**src/rtl/reg_bank_pkg.sv**
```systemverilog
// Shared definitions for the register bank.
// Contents:
//   DefWidth, DefNreg : default data width and register count
//   data_t            : default-width data word
//   sel_t             : default-width register select
// Files that instantiate the bank with other sizes use their own WIDTH/NREG parameters.
package reg_bank_pkg;

  localparam int DefWidth = 16;
  localparam int DefNreg  = 8;
  localparam int DefSelw  = $clog2(DefNreg);

  typedef logic [DefWidth-1:0] data_t;
  typedef logic [DefSelw-1:0]  sel_t;

endpackage

```
**src/rtl/reg_bank_if.sv**
```systemverilog
// Request/response bundle for reg_bank.
// Write port   : WR, WSEL, BIN
// Increment    : INC, ISEL
// Bus read     : LDBUS, BSEL -> BOUT, BOUT_VLD
// ALU read     : LDALU, ASEL -> ALU, ALU_VLD
// The master (the datapath controller) drives requests. The slave (reg_bank) returns read data.
interface reg_bank_if #(
  parameter int WIDTH = 16,
  parameter int SELW  = 3
);

  logic             WR;
  logic [SELW-1:0]  WSEL;
  logic [WIDTH-1:0] BIN;
  logic             INC;
  logic [SELW-1:0]  ISEL;
  logic             LDBUS;
  logic [SELW-1:0]  BSEL;
  logic             LDALU;
  logic [SELW-1:0]  ASEL;
  logic [WIDTH-1:0] BOUT;
  logic             BOUT_VLD;
  logic [WIDTH-1:0] ALU;
  logic             ALU_VLD;

  modport master (
    output WR, WSEL, BIN, INC, ISEL, LDBUS, BSEL, LDALU, ASEL,
    input  BOUT, BOUT_VLD, ALU, ALU_VLD
  );

  modport slave (
    input  WR, WSEL, BIN, INC, ISEL, LDBUS, BSEL, LDALU, ASEL,
    output BOUT, BOUT_VLD, ALU, ALU_VLD
  );

endinterface

```
**src/rtl/reg_cell.sv**
```systemverilog
// Single WIDTH-bit register with write and increment.
// Ports:
//   clk   : clock, rising edge
//   rst   : synchronous active-high reset, clears q
//   wr    : load wdata (takes priority over inc)
//   inc   : q <= q + 1, wrapping modulo 2^WIDTH
//   wdata : write data
//   q     : current register value
module reg_cell #(
  parameter int WIDTH = 16
) (
  input  logic             clk,
  input  logic             rst,
  input  logic             wr,
  input  logic             inc,
  input  logic [WIDTH-1:0] wdata,
  output logic [WIDTH-1:0] q
);

  always_ff @(posedge clk) begin
    if (rst) begin
      q <= '0;
    end else if (wr) begin
      q <= wdata;
    end else if (inc) begin
      q <= q + WIDTH'(1);
    end
  end

endmodule

```
**src/rtl/reg_bank.sv**
```systemverilog
// Bank of NREG registers with one write port, one increment port and two registered read ports
// (bus and ALU).
// Ports:
//   clk : clock, rising edge
//   RST : synchronous active-high reset (registers, read data and valid strobes)
//   bus : reg_bank_if slave modport (WR/WSEL/BIN, INC/ISEL, LDBUS/BSEL->BOUT/BOUT_VLD,
//         LDALU/ASEL->ALU/ALU_VLD)
// Option:
//   REG_BANK_BYPASS_EN: when defined, reads see same-cycle writes/increments (write-first).
//                       When undefined, reads return the pre-edge value.
// Selects >= NREG are ignored for WR/INC. For reads, they return 0 with the valid strobe set.
module reg_bank
  import reg_bank_pkg::*;
#(
  parameter int WIDTH = DefWidth,
  parameter int NREG  = DefNreg,
  parameter int SELW  = $clog2(NREG)
) (
  input  logic       clk,
  input  logic       RST,
  reg_bank_if.slave  bus
);

  logic [WIDTH-1:0] q      [NREG];
  logic [WIDTH-1:0] rd_val [NREG];
  logic [WIDTH-1:0] bout_d;
  logic [WIDTH-1:0] alu_d;

  for (genvar g = 0; g < NREG; g++) begin : g_cell
    logic wr_hit;
    logic inc_hit;

    // Out-of-range selects never match any cell, so they are dropped here.
    assign wr_hit  = bus.WR  && (bus.WSEL == SELW'(g));
    assign inc_hit = bus.INC && (bus.ISEL == SELW'(g));

    reg_cell #(
      .WIDTH (WIDTH)
    ) u_cell (
      .clk   (clk),
      .rst   (RST),
      .wr    (wr_hit),
      .inc   (inc_hit),
      .wdata (bus.BIN),
      .q     (q[g])
    );

`ifdef REG_BANK_BYPASS_EN
    // Forward the value the cell will hold after this edge. WR wins over INC.
    assign rd_val[g] = wr_hit  ? bus.BIN :
                       inc_hit ? q[g] + WIDTH'(1) :
                                 q[g];
`else
    assign rd_val[g] = q[g];
`endif
  end

  // Read muxes. A select that matches no cell leaves the default 0.
  always_comb begin
    bout_d = '0;
    alu_d  = '0;
    for (int i = 0; i < NREG; i++) begin
      if (bus.BSEL == SELW'(i)) bout_d = rd_val[i];
      if (bus.ASEL == SELW'(i)) alu_d  = rd_val[i];
    end
  end

  always_ff @(posedge clk) begin
    if (RST) begin
      bus.BOUT     <= '0;
      bus.BOUT_VLD <= 1'b0;
      bus.ALU      <= '0;
      bus.ALU_VLD  <= 1'b0;
    end else begin
      bus.BOUT_VLD <= bus.LDBUS;
      bus.ALU_VLD  <= bus.LDALU;
      if (bus.LDBUS) bus.BOUT <= bout_d;
      if (bus.LDALU) bus.ALU  <= alu_d;
    end
  end

endmodule

```
**src/flat_wrapper.sv**
```systemverilog
// flat-port wrapper written by rule: the top's interface ports become plain ports
module reg_bank_flat import reg_bank_pkg::*;
#(
  parameter int WIDTH = DefWidth,
  parameter int NREG  = DefNreg,
  parameter int SELW  = $clog2(NREG)
)
  (clk, RST, bus_WR, bus_WSEL, bus_BIN, bus_INC, bus_ISEL, bus_LDBUS, bus_BSEL, bus_LDALU, bus_ASEL, bus_BOUT, bus_BOUT_VLD, bus_ALU, bus_ALU_VLD);
  reg_bank_if #(.WIDTH(WIDTH), .SELW(SELW)) bus_i ();
  input  logic clk;
  input  logic RST;
  input wire logic [$bits(bus_i.WR)-1:0] bus_WR;
  input wire logic [$bits(bus_i.WSEL)-1:0] bus_WSEL;
  input wire logic [$bits(bus_i.BIN)-1:0] bus_BIN;
  input wire logic [$bits(bus_i.INC)-1:0] bus_INC;
  input wire logic [$bits(bus_i.ISEL)-1:0] bus_ISEL;
  input wire logic [$bits(bus_i.LDBUS)-1:0] bus_LDBUS;
  input wire logic [$bits(bus_i.BSEL)-1:0] bus_BSEL;
  input wire logic [$bits(bus_i.LDALU)-1:0] bus_LDALU;
  input wire logic [$bits(bus_i.ASEL)-1:0] bus_ASEL;
  output wire logic [$bits(bus_i.BOUT)-1:0] bus_BOUT;
  output wire logic [$bits(bus_i.BOUT_VLD)-1:0] bus_BOUT_VLD;
  output wire logic [$bits(bus_i.ALU)-1:0] bus_ALU;
  output wire logic [$bits(bus_i.ALU_VLD)-1:0] bus_ALU_VLD;
  assign bus_i.WR = bus_WR;
  assign bus_i.WSEL = bus_WSEL;
  assign bus_i.BIN = bus_BIN;
  assign bus_i.INC = bus_INC;
  assign bus_i.ISEL = bus_ISEL;
  assign bus_i.LDBUS = bus_LDBUS;
  assign bus_i.BSEL = bus_BSEL;
  assign bus_i.LDALU = bus_LDALU;
  assign bus_i.ASEL = bus_ASEL;
  assign bus_BOUT = bus_i.BOUT;
  assign bus_BOUT_VLD = bus_i.BOUT_VLD;
  assign bus_ALU = bus_i.ALU;
  assign bus_ALU_VLD = bus_i.ALU_VLD;
  reg_bank #(.WIDTH(WIDTH), .NREG(NREG), .SELW(SELW)) u_core (.clk(clk), .RST(RST), .bus(bus_i));
endmodule
```
**config.mk**
```make
export PLATFORM = sky130hd
export DESIGN_NAME = reg_bank_flat
export DESIGN_NICKNAME = d
export VERILOG_FILES = /design/src/rtl/reg_bank_pkg.sv /design/src/rtl/reg_bank_if.sv /design/src/rtl/reg_cell.sv /design/src/rtl/reg_bank.sv /design/src/flat_wrapper.sv
export SDC_FILE = /design/constraint.sdc
export NUM_CORES = 1
export LEC_CHECK = 0
export CAP_MARGIN = 0
export CORE_MARGIN = 2
export CORE_UTILIZATION = 55
export DETAILED_ROUTE_END_ITERATION = 7
export HOLD_SLACK_MARGIN = 0.06
export PLACE_DENSITY = 0.75
export SETUP_SLACK_MARGIN = 0.05
export SLEW_MARGIN = 20
export SYNTH_ARGS = -nofsm -noshare
export SYNTH_HDL_FRONTEND = slang
export SYNTH_SLANG_ARGS = --single-unit
```
**constraint.sdc**
```tcl
create_clock -name clk -period 2.3 [get_ports clk]
set_input_delay 0.46 -clock clk [delete_from_list [all_inputs] [get_ports clk]]
set_output_delay 0.46 -clock clk [all_outputs]
set_load 0.02 [all_outputs]
```
# --- Word level (Yosys, flattened, before mapping) ---
# Index checks and enable logic that the tools add are counted.
word_totals:
  reg_bits: 162
  wordCells: 108
  input_bits: 34
classes:
  n_eq_ne: 28
  reduce_logical: 28
  n_mux: 32
  addsub: 8
op_table:
  columns: ["operator", "n"]
  rows:
  - ["$mux 16", 32]
  - ["$add 16x1->16 const B", 8]
  - ["$eq 3x3->1 const B", 16]
  - ["$eq 3x2->1 const B", 8]
  - ["$logic_and 1x1->1", 16]
  - ["$reduce_bool 2->1", 8]
  - ["$eq 3x1->1 const B", 4]
  - ["$logic_not 3->1", 4]

# --- Logic depth before layout (Yosys ltp) ---
depth:
  word_depth: 9
  depth_mapped: 7
  ltp_nobuf: 6

# --- Modules after synthesis ---
# A second synthesis with hierarchy kept.
unflattened:
  cells_unflattened: 1325
  area_unflattened_um2: 11442.2
by_module_without_submodules:
  columns: ["module", "cells_per_inst", "area_per_inst_um2", "instances"]
  rows:
  - ["reg_cell", 112, 984.7, 8]
  - ["reg_bank", 429, 3564.7, 1]

# --- Worst setup path after synthesis ---
# No wires, ideal clock.
synth_timing:
  path_type: "input to register"
  start: "input bus_ISEL[0]"
  end: "register u_core.g_cell[0].u_cell.q[15]"
  required_ns: 2.214
  cell_stages: 6
  n_path_buf: 1
  path_slack_ns: 0.399
  t_arrival_ns: 1.816
  cell_sequence: "buf_6 or4b_4 nor3_4 nand4_1 xor2_1 a211oi_1"
synth_between:
  elab_chain_len: 3
synth_lines:
  columns: ["element", "line", "source"]
  rows:
  - ["start, declared", "flat_wrapper.sv:16", "input wire logic [$bits(bus_i.ISEL)-1:0] bus_ISEL;"]
  - ["$logic_not 3->1", "reg_bank.sv:35", "assign inc_hit = bus.INC && (bus.ISEL == SELW'(g));"]
  - ["$logic_and 1x1->1", "reg_bank.sv:35", null]
  - ["$reduce_bool 2->1 (no line)", null, null]
  - ["end signal, assigned", "reg_cell.sv:24", "q <= wdata;"]
  - ["end signal, assigned", "reg_cell.sv:26", "q <= q + WIDTH'(1);"]
  - ["end, declared", "reg_cell.sv:17", "output logic [WIDTH-1:0] q"]
# Every way passes these cells.
# A chain may end at the register's enable or synchronous reset.

# --- Worst setup path in the final report ---
layout_timing:
  start: "input bus_ISEL[1]"
  end: "register u_core.g_cell[5].u_cell.q[13]"
layout_between:
  elab_chain_len: 3
layout_lines:
  columns: ["element", "line"]
  rows:
  - ["$eq 3x3->1", "reg_bank.sv:35"]
  - ["$logic_and 1x1->1", "reg_bank.sv:35"]
  - ["$reduce_bool 2->1 (no line)", null]
  - ["end signal, assigned", "reg_cell.sv:24"]
  - ["end signal, assigned", "reg_cell.sv:26"]
  - ["end, declared", "reg_cell.sv:17"]
# Every way passes these cells.

==> flow_results.org <==
** Die
- Initial Utilization :: 0.563
- The die is ~140 um tall.
- Core Area :: around 18000 um2
- The die covers approximately 20000 um2.
- During I/O placement, the number of pins put on the boundary was 68.
- Measured along the x axis, the die boundary spans 140 um.
- Num rows :: between 40 and 50

** Worst hold path
- Min-Delay Path Class :: input pin to flip-flop

** Yosys
- After synthesis the cells add up to ~10000 um2.
- The synthesized design contains 0 enable-type register cells.
- Of the total synthesized cell area, the portion taken by XOR and XNOR cells is 0.0981.
- Synthesis inferred 162 register bits.
- The share of the Yosys chip area taken by registers is 0.319.
- Number of distinct library cells after synthesis :: slightly below 60
- Synthesis produced a netlist with a net count of 1300.
- Dominant combinational cell family by area after synthesis :: compound AO/OA/AOI/OAI gates
- Multiplexer area fraction after synthesis :: 0.0743
- After synthesis, the share of flip-flops with an asynchronous set or reset is 0.
- For this run, the leading register cell type out of synthesis is sky130_fd_sc_hd__dfxtp_1.
- In the synthesized netlist, the number of instances is between 1000 and 1500.
- Of the total synthesized cell area, the portion taken by full adders, half adders and majority gates is 0.00983.
- The complex-gate fraction of the synthesized area is 0.224.
- Yosys warnings :: 0
- Of the total synthesized cell area, the portion taken by AND, OR, NAND and NOR gates is 0.220.
- Avg Cell Area, Syn :: between 8 and 9 um2

** Critical path
- STA puts the critical path data required time at around 2.7 ns.
- The worst setup path is launched from an input pin.
- Kind of critical path :: input pin to flip-flop
- Crit path max fanout :: 7
- The worst setup path is captured at a flip-flop.
- Data on the critical path arrives at its endpoint at roughly 2.5 ns.

** Route
- Detailed routing placed a total of around 16 mm of wire on met2.
- DRC violations left :: 14
- The final layout contains routed wiring with a total length of around 36 mm.
- The detailed router used layers up to and including met4.
- Antenna-violating nets left :: 0
- The detailed router finished its first iteration with 1318 violations.
- Average wire per cell in the routed design :: ~23 um
- First-pass DRT Iterations :: 8
- In the detailed route, the total length drawn on met3 is between 3 and 4 mm.
- After detailed routing, the number of vias per cell comes to ~6.7.
- Summing over every cut layer, the via total after detailed routing is around 10000.
- Routed met1 length :: 14.6 mm

** Placement
- Placement-stage worst setup slack :: -0.322 ns
- # port buffers :: 67
- Placer's final routability congestion estimate :: about 0.99
- The HPWL after detailed placement is roughly 27 mm.
- After detailed placement, the design holds a cell count of approximately 1500.

** Timing
- Final sum of negative setup slack :: 0 ns
- Count of final setup violators :: 0
- At the pin with the least slew margin, the transition time is 0.872 ns.
- RSZ-0062 raised after global routing :: no
- The worst path meets setup with 0.150 ns of slack.
- The final count of pins violating max slew came to 0.
- Dividing the final minimum period by the clock period gives 0.935.
- Counting I/O delays and the setup requirement, the final critical path takes between 2 and 2.5 ns.
- Between clock sinks in the finished design, the worst skew comes to approximately 0.0092 ns.
- Final Hold Viols :: 0
- Worst-case headroom to the max-slew limit :: 0.417
- FMAX :: 0.465 GHz

** GRT
- For this run the aggregate overflow at the end of global routing stands at 0.
- The number of antenna violations at the first check in global routing was 1.
- Entering global routing, the biggest net connects ~110 pins.
- Tot GR Track Use :: 0.367
- Wire length of the first global-routing pass :: ~56 mm
- Via count of the first global-routing pass :: slightly below 10000

** Power and ir drop
- P_leak :: ~4.3 nW
- Dividing total power by cell area gives a power density of 602 nW/um2.
- Max VDD drop :: roughly 0.00053 V

** Layout
- In the layout the commonest cells are sky130_fd_sc_hd__dfxtp_1, sky130_fd_sc_hd__nor2_1, sky130_fd_sc_hd__a211oi_1.
- Compared with the post-synthesis result, the final layout area differs by 19.5%.
- Layout Utilization :: 0.673
- Leaving out fill and tap cells, the most frequent cell in the layout is sky130_fd_sc_hd__dfxtp_1.
- The finished layout holds about 1600 standard cells, fillers aside.
- Share of cells above drive strength 1 :: 0.138
- Total number of nets in the final design :: 1372

** Clocking
- For the worst-skew pair, the clock arrives at the later sink with an insertion delay of around 0.44 ns.
- Clock Root Buffer :: sky130_fd_sc_hd__clkbuf_16
- Clock tree from TritonCTS :: done
- # resized after CTS :: 0
- In this run the deepest clock path goes through 2 buffers.
- In this run the number of H-tree levels came out at 4.
- For this design, the CTS-stage hold fixing added 0 buffers.
- Clock tree synthesis found a total of roughly 160 sinks.
- Buffers inserted during clock tree synthesis total 17.
- Buffers added to address setup during post-CTS repair amount to 0.
- After clock tree synthesis, the clock-pin slew on the worst setup and hold paths is approximately 0.07 ns.

** Job
- Across the run, the number of max-cap violations was 0.

** Status
- Outcome :: complete, but fails checks
- Violated checks :: design-rule violations
## state kept, by name (all words and copies together), names as in the netlist
register	cells
u_core.bus.BOUT	16
u_core.bus.BOUT_VLD	1
u_core.bus.ALU_VLD	1
u_core.bus.ALU	16
u_core.g_cell.u_cell.q	128
## worst max-delay path: stages
cell and delay, ns:
sky130_fd_sc_hd__clkdlybuf4s50_1 0.52, sky130_fd_sc_hd__buf_4 0.19, sky130_fd_sc_hd__nand4b_4 0.25, sky130_fd_sc_hd__nor4_1 0.41, sky130_fd_sc_hd__buf_4 0.19, sky130_fd_sc_hd__nand4_1 0.11, sky130_fd_sc_hd__xor2_1 0.16, sky130_fd_sc_hd__a211oi_1 0.21
## kinds of logic after synthesis
group,after synthesis
AND/OR/NAND/NOR,443
AO/OA/AOI/OAI,331
flip-flops,162
buffers and inverters,135
XOR/XNOR,114
multiplexers,65
adder cells (fa/ha/maj),8
## cell usage after synthesis (16+ instances only)
library cell | instances | area share
sky130_fd_sc_hd__a211oi_1 | 130 | 0.096
sky130_fd_sc_hd__a21oi_1 | 44 | 0.022
sky130_fd_sc_hd__a22o_1 | 22 | 0.019
sky130_fd_sc_hd__buf_1 | 16 | 0.0059
sky130_fd_sc_hd__clkbuf_1 | 72 | 0.027
sky130_fd_sc_hd__dfxtp_1 | 162 | 0.32
sky130_fd_sc_hd__inv_1 | 17 | 0.0063
sky130_fd_sc_hd__mux2_2 | 25 | 0.028
sky130_fd_sc_hd__mux2i_1 | 34 | 0.033
sky130_fd_sc_hd__nand2_1 | 83 | 0.031
sky130_fd_sc_hd__nand3_1 | 44 | 0.022
sky130_fd_sc_hd__nand4_1 | 36 | 0.022
sky130_fd_sc_hd__nor2_1 | 156 | 0.058
sky130_fd_sc_hd__nor2b_1 | 37 | 0.023
sky130_fd_sc_hd__nor3_1 | 17 | 0.0084
sky130_fd_sc_hd__o21ai_0 | 44 | 0.022
sky130_fd_sc_hd__o22ai_1 | 46 | 0.028
sky130_fd_sc_hd__xnor2_1 | 43 | 0.037
sky130_fd_sc_hd__xor2_1 | 71 | 0.061
## where the power goes
part / total [W] / switching, W / leakage (nW) / internal (W)
Sequential: 0.00308 / 0.000164 / 1.32 / 0.00292
Combinational: 0.00103 / 0.000592 / 2.67 / 0.000437
Clock: 0.00321 / 0.00125 / 0.310 / 0.00196
## final timing paths
path | start | endpoint | slack, ns | depth (start not counted)
worst max-delay path | bus_ISEL[1] | u_core.g_cell[5].u_cell.q[13] | 0.15 | 8
worst min-delay path | RST | u_core.bus.ALU[2] | 0.29 | 2
worst max register to register | u_core.g_cell[7].u_cell.q[0] | u_core.g_cell[7].u_cell.q[14] | 0.34 | 7
worst min register to register | u_core.bus.BOUT[15] | u_core.bus.BOUT[15] | 0.48 | 1
## stage by stage
stage                     area [um2]  total power [W]  hold WS, ns
after floorplan                10200          0.00369        0.496
after global placement         11500          0.00411        0.461
after detailed placement       11500          0.00413        0.466
after CTS                      12100          0.00729        0.282
after global routing           12200          0.00750        0.287
final                          12200          0.00732        0.287
## layer usage
metal	GRT usage	vias up
li1	-	4767
met1	0.485	4918
met2	0.556	637
met3	0.0851	143
met4	0.200	0
met5	0	-
## layout make-up
cell class | count | area (um2)
antenna | 1 | 2.50
clock buffer | 19 | 443
clock inverter | 13 | 205
fill | 1467 | 5920
inverter | 17 | 63.8
multi-input combinational | 961 | 6390
sequential | 162 | 3240
tap | 229 | 287
timing repair buffer | 171 | 1530
(Power assumes the default switching activity.)
